==> config.mk <==
export PLATFORM = sky130hd
export DESIGN_NAME = pc_seq_flat
export DESIGN_NICKNAME = d
export VERILOG_FILES = /design/src/rtl/pc_seq_if.sv /design/src/rtl/pc_seq.sv /design/src/flat_wrapper.sv
export SDC_FILE = /design/constraint.sdc
export NUM_CORES = 1
export LEC_CHECK = 0
export BUFFER_PORTS_ARGS = -buffer_cell sky130_fd_sc_hd__buf_2
export CAP_MARGIN = 25
export CORE_MARGIN = 2
export CORE_UTILIZATION = 59
export CTS_CLUSTER_DIAMETER = 150
export DETAILED_ROUTE_END_ITERATION = 10
export PLACE_DENSITY_LB_ADDON = 0.1
export SETUP_SLACK_MARGIN = 0.1
export SYNTH_ARGS = -nofsm -noshare
export SYNTH_HDL_FRONTEND = slang
export SYNTH_SLANG_ARGS = --single-unit
==> constraint.sdc <==
create_clock -name clk -period 3.37 [get_ports clk]
set_input_delay 0.337 -clock clk [delete_from_list [all_inputs] [get_ports clk]]
set_output_delay 0.337 -clock clk [all_outputs]
set_load 0.01 [all_outputs]
==> src/rtl/pc_seq_if.sv <==
// Request/response bundle between the fetch-stage controller and the pc_seq
// program-counter sequencer.
interface pc_seq_if #(
    parameter int BITS = 8
);
    logic            stall;
    logic            brzr_sel;
    logic            jmp_sel;
    logic            call_sel;
    logic            ret_sel;
    logic [BITS-1:0] pc_brzr;
    logic [BITS-1:0] pc_jmp;
    logic [BITS-1:0] pc;
    logic [BITS-1:0] next_pc;
    logic            ras_empty;
    logic            ras_full;
    logic            sel_err;
    logic            ras_ovf;
    logic            ras_unf;

    modport master (
        output stall, brzr_sel, jmp_sel, call_sel, ret_sel, pc_brzr, pc_jmp,
        input  pc, next_pc, ras_empty, ras_full, sel_err, ras_ovf, ras_unf
    );

    modport slave (
        input  stall, brzr_sel, jmp_sel, call_sel, ret_sel, pc_brzr, pc_jmp,
        output pc, next_pc, ras_empty, ras_full, sel_err, ras_ovf, ras_unf
    );
endinterface

==> src/rtl/pc_seq.sv <==
// Program-counter sequencer with stall, return-address stack and error pulses.
// Define NEXT_PC_TRAP_EN to redirect every erroneous request to TRAP_PC.
module pc_seq #(
    parameter int BITS      = 8,
    parameter int RESET_PC  = 0,
    parameter int STEP      = 1,
    parameter int RAS_DEPTH = 4,
    parameter int TRAP_PC   = 0
) (
    input  logic    clk,
    input  logic    rst,
    pc_seq_if.slave bus
);
    localparam int AW = $clog2(RAS_DEPTH);
    localparam int CW = $clog2(RAS_DEPTH + 1);
`ifdef NEXT_PC_TRAP_EN
    localparam bit TRAP_EN = 1'b1;
`else
    localparam bit TRAP_EN = 1'b0;
`endif
    localparam logic [BITS-1:0] TRAP_VEC = BITS'(TRAP_PC);
    localparam logic [BITS-1:0] RST_VEC  = BITS'(RESET_PC);
    localparam logic [BITS-1:0] STEP_VEC = BITS'(STEP);

    logic [BITS-1:0] pc_q;
    logic [BITS-1:0] ras_mem [RAS_DEPTH];
    logic [AW-1:0]   sp_q;      // next free slot; sp_q-1 is the top entry
    logic [CW-1:0]   count_q;
    logic            sel_err_q;
    logic            ovf_q;
    logic            unf_q;

    logic [BITS-1:0] seq;
    logic [BITS-1:0] top;
    logic [BITS-1:0] next;
    logic            full;
    logic            empty;
    logic            multi;
    logic            sel_err_d;
    logic            ovf_d;
    logic            unf_d;
    logic            trap;
    logic            push;
    logic            pop;

    assign full  = (count_q == CW'(RAS_DEPTH));
    assign empty = (count_q == '0);
    assign top   = ras_mem[sp_q - AW'(1)];

    always_comb begin
        seq   = pc_q + STEP_VEC;
        multi = (bus.brzr_sel & bus.jmp_sel)  | (bus.brzr_sel & bus.call_sel) |
                (bus.brzr_sel & bus.ret_sel)  | (bus.jmp_sel  & bus.call_sel) |
                (bus.jmp_sel  & bus.ret_sel)  | (bus.call_sel & bus.ret_sel);
        sel_err_d = !bus.stall && multi;
        ovf_d     = !bus.stall && !multi && bus.call_sel && full;
        unf_d     = !bus.stall && !multi && bus.ret_sel && empty;
        trap      = TRAP_EN && (sel_err_d || ovf_d || unf_d);
        // With trapping enabled an overflowing call is abandoned, so it does not push.
        push      = !bus.stall && !multi && bus.call_sel && !(full && TRAP_EN);
        pop       = !bus.stall && !multi && bus.ret_sel && !empty;

        next = seq;
        if (bus.stall)         next = pc_q;
        else if (trap)         next = TRAP_VEC;
        else if (multi)        next = seq;
        else if (bus.brzr_sel) next = bus.pc_brzr;
        else if (bus.jmp_sel)  next = bus.pc_jmp;
        else if (bus.call_sel) next = bus.pc_jmp;
        else if (bus.ret_sel)  next = empty ? seq : top;
    end

    always_ff @(posedge clk) begin
        if (rst) begin
            pc_q      <= RST_VEC;
            sp_q      <= '0;
            count_q   <= '0;
            sel_err_q <= 1'b0;
            ovf_q     <= 1'b0;
            unf_q     <= 1'b0;
        end else begin
            pc_q      <= next;
            sel_err_q <= sel_err_d;
            ovf_q     <= ovf_d;
            unf_q     <= unf_d;
            if (push) begin
                sp_q <= sp_q + AW'(1);
                if (!full) count_q <= count_q + CW'(1);
            end else if (pop) begin
                sp_q    <= sp_q - AW'(1);
                count_q <= count_q - CW'(1);
            end
        end
    end

    // When full, sp_q already points at the oldest entry, so a push overwrites it.
    always_ff @(posedge clk) begin
        if (!rst && push) ras_mem[sp_q] <= seq;
    end

    assign bus.pc        = pc_q;
    assign bus.next_pc   = next;
    assign bus.ras_empty = empty;
    assign bus.ras_full  = full;
    assign bus.sel_err   = sel_err_q;
    assign bus.ras_ovf   = ovf_q;
    assign bus.ras_unf   = unf_q;
endmodule

==> src/flat_wrapper.sv <==
// flat-port wrapper written by rule: the top's interface ports become plain ports
module pc_seq_flat 
#(
    parameter int BITS      = 8,
    parameter int RESET_PC  = 0,
    parameter int STEP      = 1,
    parameter int RAS_DEPTH = 4,
    parameter int TRAP_PC   = 0
)
  (clk, rst, bus_stall, bus_brzr_sel, bus_jmp_sel, bus_call_sel, bus_ret_sel, bus_pc_brzr, bus_pc_jmp, bus_pc, bus_next_pc, bus_ras_empty, bus_ras_full, bus_sel_err, bus_ras_ovf, bus_ras_unf);
  pc_seq_if #(.BITS(BITS)) bus_i ();
  input  logic clk;
  input  logic rst;
  input wire logic [$bits(bus_i.stall)-1:0] bus_stall;
  input wire logic [$bits(bus_i.brzr_sel)-1:0] bus_brzr_sel;
  input wire logic [$bits(bus_i.jmp_sel)-1:0] bus_jmp_sel;
  input wire logic [$bits(bus_i.call_sel)-1:0] bus_call_sel;
  input wire logic [$bits(bus_i.ret_sel)-1:0] bus_ret_sel;
  input wire logic [$bits(bus_i.pc_brzr)-1:0] bus_pc_brzr;
  input wire logic [$bits(bus_i.pc_jmp)-1:0] bus_pc_jmp;
  output wire logic [$bits(bus_i.pc)-1:0] bus_pc;
  output wire logic [$bits(bus_i.next_pc)-1:0] bus_next_pc;
  output wire logic [$bits(bus_i.ras_empty)-1:0] bus_ras_empty;
  output wire logic [$bits(bus_i.ras_full)-1:0] bus_ras_full;
  output wire logic [$bits(bus_i.sel_err)-1:0] bus_sel_err;
  output wire logic [$bits(bus_i.ras_ovf)-1:0] bus_ras_ovf;
  output wire logic [$bits(bus_i.ras_unf)-1:0] bus_ras_unf;
  assign bus_i.stall = bus_stall;
  assign bus_i.brzr_sel = bus_brzr_sel;
  assign bus_i.jmp_sel = bus_jmp_sel;
  assign bus_i.call_sel = bus_call_sel;
  assign bus_i.ret_sel = bus_ret_sel;
  assign bus_i.pc_brzr = bus_pc_brzr;
  assign bus_i.pc_jmp = bus_pc_jmp;
  assign bus_pc = bus_i.pc;
  assign bus_next_pc = bus_i.next_pc;
  assign bus_ras_empty = bus_i.ras_empty;
  assign bus_ras_full = bus_i.ras_full;
  assign bus_sel_err = bus_i.sel_err;
  assign bus_ras_ovf = bus_i.ras_ovf;
  assign bus_ras_unf = bus_i.ras_unf;
  pc_seq #(.BITS(BITS), .RESET_PC(RESET_PC), .STEP(STEP), .RAS_DEPTH(RAS_DEPTH), .TRAP_PC(TRAP_PC)) u_core (.clk(clk), .rst(rst), .bus(bus_i));
endmodule
# After elaboration in Yosys (flattened, before gate mapping)
# Memories as Yosys holds them, arrays and structs flattened.
# Index checks and enable logic that the tools add are counted.
# classes
add_sub_neg	5
muxes	14
bitwise	11
n_eq_ne	2
n_reduce_logical	15
# ops
cell	n
$mux 8	7
$mux 3	3
$add 8x1->8 const B	1
$logic_and 1x1->1	8
$and 1x1->1	6
$or 1x1->1	5
$logic_not 1->1	4
$mux 2	2
$add 3x1->3 const B	1
$eq 3x3->1 const B	1
$logic_not 3->1	1
$sub 3x1->3 const B	1
$add 2x1->2 const B	1
$mux 1	2
$ne 2x2->1 const B	1
$reduce_and 2->1	1
$reduce_bool 2->1	1
$sub 2x1->2 const B	1
# totals
n_memories	1
inputBits	23
regBits	16
output_inout_bits	21
mem_bits_rw	32
elab_cells	54
# memory_table
name	depth	width	rd	rd_clocked_by_memory_dff	write_ports	line	rtl
u_core.ras_mem	4	8	1	0	1	pc_seq.sv:26	logic [BITS-1:0] ras_mem [RAS_DEPTH];

# Longest topological paths before layout
# Gate-level depths: netlist (run 1).
# logic_depth
depth_word	12
mapped_depth	11
mapped_depth_nobuf	9

# Least setup slack after synthesis (run 1)
# OpenSTA, ideal clock, no wires.
# synth_timing
path_kind	reg2out
start	register u_core.sp_q[0]
end	output port bus_next_pc[7]
required_time_ns	3.033
setup_slack_ns	1.095
n_path_buf	2
stages_incl_launch_ff	9
arrival_time_ns	1.938
path_cell_list	dfxtp_1 buf_6 inv_1 ha_1 buf_2 mux4_2 a221o_1 a21oi_1 o21ai_1
# synth_via
elab_chain_cells	9
# synth_lines
item	line	rtl
from (decl)	pc_seq.sv:27	logic [AW-1:0] sp_q;
from (signal assigned)	pc_seq.sv:87	sp_q <= sp_q + AW'(1);
from (signal assigned)	pc_seq.sv:90	sp_q <= sp_q - AW'(1);
$sub 2x1->2	pc_seq.sv:48	assign top = ras_mem[sp_q - AW'(1)];
$mem_v2 4x8	-	
$mux 8 (2 in series)	pc_seq.sv:70	else if (bus.ret_sel) next = empty ? seq : top;
$mux 8	pc_seq.sv:69	else if (bus.call_sel) next = bus.pc_jmp;
$mux 8	pc_seq.sv:68	else if (bus.jmp_sel) next = bus.pc_jmp;
$mux 8	pc_seq.sv:67	else if (bus.brzr_sel) next = bus.pc_brzr;
$mux 8	pc_seq.sv:66	else if (multi) next = seq;
$mux 8	pc_seq.sv:64	if (bus.stall) next = pc_q;
to (decl)	flat_wrapper.sv:22	output wire logic [$bits(bus_i.next_pc)-1:0] bus_next_pc;
# Every way passes these cells.

# Worst setup path in the final report (run 1)
# layout_timing
start	register u_core.sp_q[1]
end	output port bus_next_pc[5]
# Same word-level chain as after synthesis.

==> flow_summary.toml, run 1 <==
[run_status]
outcome = "completed"

[sta]
rsz0062_at_grt = "false"
fin_skew_ns = 0.00794
post-route-min-period_ns = 2.81
final_hold_viol_count = 0
setup-tns-final_ns = 0
slew_headroom_pct = 45.5
slew_violations = 0
whs_ns = 0.404
finalSetupViolations = 0
fin_crit_sh_pct = 83.3
tightest_slew_ns = 0.815
max_freq_mhz = 356

[setup_path]
crit_path_start_kind = "register"
r2r_setup_slack_ns = 1.22
cp.arrival_ns = 2.47
r2r-start = "u_core.sp_q[1]"
cp_max_fo = 10
r2r_end = "u_core.bus.pc[5]"
worstPathRequired_ns = 3.03
critPathKind = "register to output port"
r2r_cells = 6
cp-end-kind = "output port"

[die]
io_pins = 44
std_cell_rows = 24
die_h_um = 71.0
core_um2 = 4320
initial_core_util_pct = 61.2
dieArea_um2 = 5030
dieWidth_um = 71.0

[yosys]
synthArstFlopShare_pct = 0
syn_area_um2 = 2650
synthFlopType = "edfxtp_1"
synth_simple_gate_area_share_pct = 13.6
synthTopCellsByArea = "edfxtp_1 36%, dfxtp_1 12%, mux4_2 6.8%"
synth_compound_area_share_pct = 18.0
synth_seq_cells = 48
synth_top_cell_by_area = "edfxtp_1"
yosys.area_share.xor_xnor_pct = 3.31
synth_warnings = 0
avgSynthCellArea_um2 = 11.4
synth-edff-count = 32
synth_top_family_by_area = "compound AO/OA/AOI/OAI gates"
yosysUniqueCellTypes = 55
syn-instance-count = 233
synth_mux_area_share_pct = 7.19
yosysTopAreaCellShare_pct = 36.3
synth_fa_ha_area_share_pct = 3.26
ys_seq_area_share_pct = 48.4
synth_nets = 262

[place]
dp_hpwl_mm = 4.08
io_buffers = 43
place_congestion = 0.809

[layout]
syn_to_final_growth_pct = 10.7
num_antenna_cells = 0
drive_above_1_share_pct = 26.9
fin_nets = 296
fin_util_pct = 67.7

[power_and_ir_drop]
leakagePower_nw = 1.11
ir_worst_vdd_mv = 0.317
power-per-cell-area_nw_per_um2 = 438
finalPower_mw = 1.28

[global_route]
first_global_vias = 1850
grt_max_degree = 21
grt.total_usage_pct = 23.8
overflow = 0
antenna_found_initial = 0
grt_pass1_wl_mm = 9.17

[cts]
cts_setup_buffers = 0
root_buffer = "clkbuf_8"
clock_latency_ns = 0.30
ctsResizeCount = 0
hold_buffers = 0
ctsLongestPathBuffers = 2
cts.sinks = 48
htree_levels = 2
cts_tree = "built"
cts.clk_slew.worst_paths_ns = 0.09
numCtsBuffers = 5

[routing]
wl_mm = 5.59
drt_iter0_markers = 162
route.antenna.remaining_nets = 0
wl_per_cell_um = 17.5
vias = 1969
drtPass1Iterations = 4
vias_per_cell = 6.15
drc = 0

[job]
cap_violations = 0

[worst_hold_path]
whs_path_depth = 2
min-delay-start = "rst"
hold_end = "u_core.count_q[1]"
min_path_type = "primary input to register"
layer usage:
| metal | vias to the layer above | GRT usage, % | share of wire [%] |
|---|---|---|---|
| met1 | 955 | 34.9 | 45 |
| met4 | 0 | 6.92 | 1.2 |
| li1 | 931 | - | - |
| met2 | 77 | 35.9 | 48 |
| met5 | - | 0 | 0 |
| met3 | 6 | 5.27 | 5.9 |
Yosys cell counts, types with 4 or more instances:
cell type,count
a21oi_1,12
nand3_1,9
clkbuf_1,5
nand2_1,15
mux4_2,8
nor2_1,24
o21ai_0,7
ha_1,6
edfxtp_1,32
xor2_1,9
nand2b_1,4
inv_1,12
buf_2,5
buf_6,6
dfxtp_1,16
kinds of logic (layout without fill, tap and decap cells):
| logic type | count (synthesis) | after routing |
|---|---|---|
| buffers and inverters | 29 | 64 |
| DFF | 48 | 48 |
| and+or+nand+nor | 74 | 74 |
| muxes | 9 | 9 |
| AOI/OAI and AO/OA | 56 | 56 |
| adders and majority gates | 7 | 7 |
| xor gates and xnor gates | 10 | 10 |
registers in the layout, summed over array words and instances (netlist names):
signal,flops
u_core.bus.ras_unf,1
u_core.sp_q,2
u_core.ras_mem,32
u_core.bus.sel_err,1
u_core.bus.ras_ovf,1
u_core.count_q,3
u_core.bus.pc,8
worst max-delay path, stage by stage (launching register included):
cell     delay (ns)
dfxtp_1        0.40
inv_1          0.08
ha_1           0.55
mux4_2         0.38
a221o_1        0.34
a21oi_2        0.15
o31ai_1        0.09
buf_2          0.16
cell type report:
| type | instances | area (um2) |
|---|---|---|
| Clock buffer | 5 | 68.8 |
| Clock inverter | 3 | 46.3 |
| Fill cell | 350 | 1400 |
| Inverter | 12 | 45.0 |
| Multi-Input combinational cell | 156 | 1200 |
| Sequential cell | 48 | 1280 |
| Tap cell | 52 | 65.1 |
| Timing Repair Buffer | 44 | 223 |
cells in the final DEF (no fill, tap or decap), drive strengths merged, types with 2 or more instances in the layout:
master   netlist  final
edfxtp        32     32
clkbuf         5      5
or3            3      3
o221ai         2      2
a2111oi        3      3
or2            4      4
o21ai         10     10
nand2         15     15
a21oi         13     13
xor2           9      9
o32ai          2      2
nand3          9      9
nor2b          2      2
nor3           3      3
dfxtp         16     16
nor2          26     26
o31ai          3      3
ha             6      6
mux4           8      8
o22ai          2      2
a221o          3      3
inv           12     13
nand2b         4      4
o21a           3      3
a22oi          3      3
nor4           2      2
buf           12     44
o211ai         4      4
nand4          2      2
worst max-delay path by stage:
stage,from,end,slack (ns),cells past startpoint
after floorplan,u_core.sp_q[0],bus_next_pc[7],1.10,8
after global placement,bus_call_sel,u_core.ras_mem[2][5],0.89,5
after detailed placement,bus_brzr_sel,u_core.ras_mem[0][5],0.78,5
after CTS,u_core.sp_q[1],bus_next_pc[5],0.55,7
after global routing,u_core.sp_q[1],bus_next_pc[7],0.39,7
final,u_core.sp_q[1],bus_next_pc[5],0.56,7
stage by stage:
stage                     instance area, um2  setup slack (ns)  std cells
after floorplan                         2650              1.10        233
after global routing                    2930             0.392        320
final                                   2930             0.563        320
after CTS                               2930             0.550        320
after global placement                  2810             0.888        312
after detailed placement                2810             0.777        312
power by group:
group | leakage [nW] | switching (mW) | total (mW) | internal (mW)
Clock | 0.0548 | 0.194 | 0.418 | 0.223
Sequential | 0.420 | 0.0171 | 0.661 | 0.644
Combinational | 0.631 | 0.121 | 0.204 | 0.0822
Total | 1.11 | 0.333 | 1.28 | 0.950
Power figures use the tool's default switching activity.
==> run 2, diff against run 1 <==
--- a/config.mk
+++ b/config.mk
@@ -8,7 +8,7 @@
 export BUFFER_PORTS_ARGS = -buffer_cell sky130_fd_sc_hd__buf_2
 export CAP_MARGIN = 25
 export CORE_MARGIN = 2
-export CORE_UTILIZATION = 59
+export CORE_UTILIZATION = 56
 export CTS_CLUSTER_DIAMETER = 150
 export DETAILED_ROUTE_END_ITERATION = 10
 export PLACE_DENSITY_LB_ADDON = 0.1
==> constraint.sdc (replaced) <==
create_clock -name clk -period 2.67 [get_ports clk]
set_input_delay 0.267 -clock clk [delete_from_list [all_inputs] [get_ports clk]]
set_output_delay 0.267 -clock clk [all_outputs]
set_load 0.01 [all_outputs]
==> flow_summary.toml, run 2 (synthesis results as in run 1) <==
[run_status]
outcome = "completed"

[setup_path]
r2r-start = "u_core.sp_q[1]"
cp.arrival_ns = 2.14
r2r_setup_slack_ns = 0.77
startpoint = "u_core.sp_q[1]"
crit_path_start_kind = "register"
worstPathRequired_ns = 2.40
cp_max_fo = 9
cp-end-kind = "output port"
critPathKind = "register to output port"

[worst_hold_path]
min_path_type = "primary input to register"
min-delay-start = "rst"

[place]
preCtsSetupSlack_ns = 0.285
placed_cells = 320
dp_hpwl_mm = 4.10
place_congestion = 0.880
io_buffers = 43

[cts]
hold_buffers = 0
cts.clk_slew.worst_paths_ns = 0.10
htree_levels = 2
cts.sinks = 48
numCtsBuffers = 5
cts_tree = "built"
root_buffer = "clkbuf_8"
clock_latency_ns = 0.31
ctsLongestPathBuffers = 2

[sta]
post-route-min-period_ns = 2.41
fin_skew_ns = 0.0118
slew_violations = 0
setup-tns-final_ns = 0
slew_headroom_pct = 64.7
max_freq_mhz = 415
final.setup.worst_slack_ns = 0.258
fin_crit_sh_pct = 90.3
finalSetupViolations = 0
rsz0062_at_grt = "false"
final_hold_viol_count = 0
tightest_slew_ns = 0.528

[global_route]
grt_pass1_wl_mm = 8.87
first_global_vias = 1778
antenna_found_initial = 0
grt.total_usage_pct = 22.4
overflow = 0
grt_max_degree = 21

[layout]
drive_above_1_share_pct = 30.3
syn_to_final_growth_pct = 14.2
final_cell_mix = "43 x buf_2, 32 x edfxtp_1, 24 x nor2_1, 15 x nand2_1, 15 x dfxtp_1"
final_common_cell = "buf_2"
top_register = "u_core.ras_mem"
fin_nets = 305
num_antenna_cells = 0
instances_no_fill = 331
largest_reg_flops = 32

[die]
core_um2 = 4630
initial_core_util_pct = 57.1
dieArea_um2 = 5290
std_cell_rows = 25
die_h_um = 72.7
dieWidth_um = 72.7
io_pins = 44

[routing]
route.antenna.remaining_nets = 0
vias = 1968
drc = 0
vias_per_cell = 5.95
drtPass1Iterations = 4
drt_iter0_markers = 157
wl_mm = 5.64
wl_per_cell_um = 17.0

[power_and_ir_drop]
power-per-cell-area_nw_per_um2 = 541
ir_worst_vdd_mv = 0.353
leakagePower_nw = 1.16

[job]
cap_violations = 0
[run 2: through the flow]
stage	util [%]	area (um2)	total power, mW	hold WS, ns
finish	65.2	3020	1.63	0.329
global route	65.2	3020	1.70	0.345
CTS	64.5	2990	1.64	0.327
detailed placement	61.8	2860	1.11	0.544
global placement	61.8	2860	1.11	0.530
floorplan	-	2650	1.03	0.509
[run 2: layout make-up]
| type | instances | area (um2) |
|---|---|---|
| clock buffers | 5 | 68.8 |
| clock inverters | 3 | 42.5 |
| fillers | 370 | 1610 |
| inverters | 12 | 45.0 |
| multi-input cells | 156 | 1220 |
| flip-flops and latches | 48 | 1280 |
| well taps | 54 | 67.6 |
| repair buffers | 53 | 290 |
[run 2: power breakdown]
| group | internal, mW | leakage, nW | switching [mW] |
|---|---|---|---|
| Combinational | 0.115 | 0.680 | 0.155 |
| Clock | 0.278 | 0.0558 | 0.252 |
| Sequential | 0.813 | 0.421 | 0.0211 |
[run 2: critical path, stage by stage (launching register included)]
cell	delay [ns]
dfxtp_2	0.37
inv_1	0.09
ha_4	0.35
mux4_2	0.31
a221o_1	0.32
a21oi_1	0.16
o21ai_1	0.09
buf_2	0.14
[run 2: metal layers]
| metal | vias to the layer above | global-route usage (%) | routed length [um] |
|---|---|---|---|
| met5 | - | 0 | 0 |
| met4 | 0 | 7.61 | 77 |
| met3 | 8 | 4.56 | 255 |
| met2 | 52 | 34.8 | 2720 |
| met1 | 958 | 31.6 | 2590 |
| li1 | 950 | - | - |
[run 2: what timing repair did]
action,in CTS,in global routing
pin swaps,0,1
gates cloned,0,0
setup buffers,0,3
setup endpoints to repair,6,2
resized for setup,2,3
[run 2: worst paths after layout]
kind,end,cells after the start
hold reg to reg,u_core.sp_q[1],2
hold / removal,u_core.count_q[1],2
setup / recovery,bus_next_pc[7],7
setup reg to reg,u_core.bus.pc[0],7
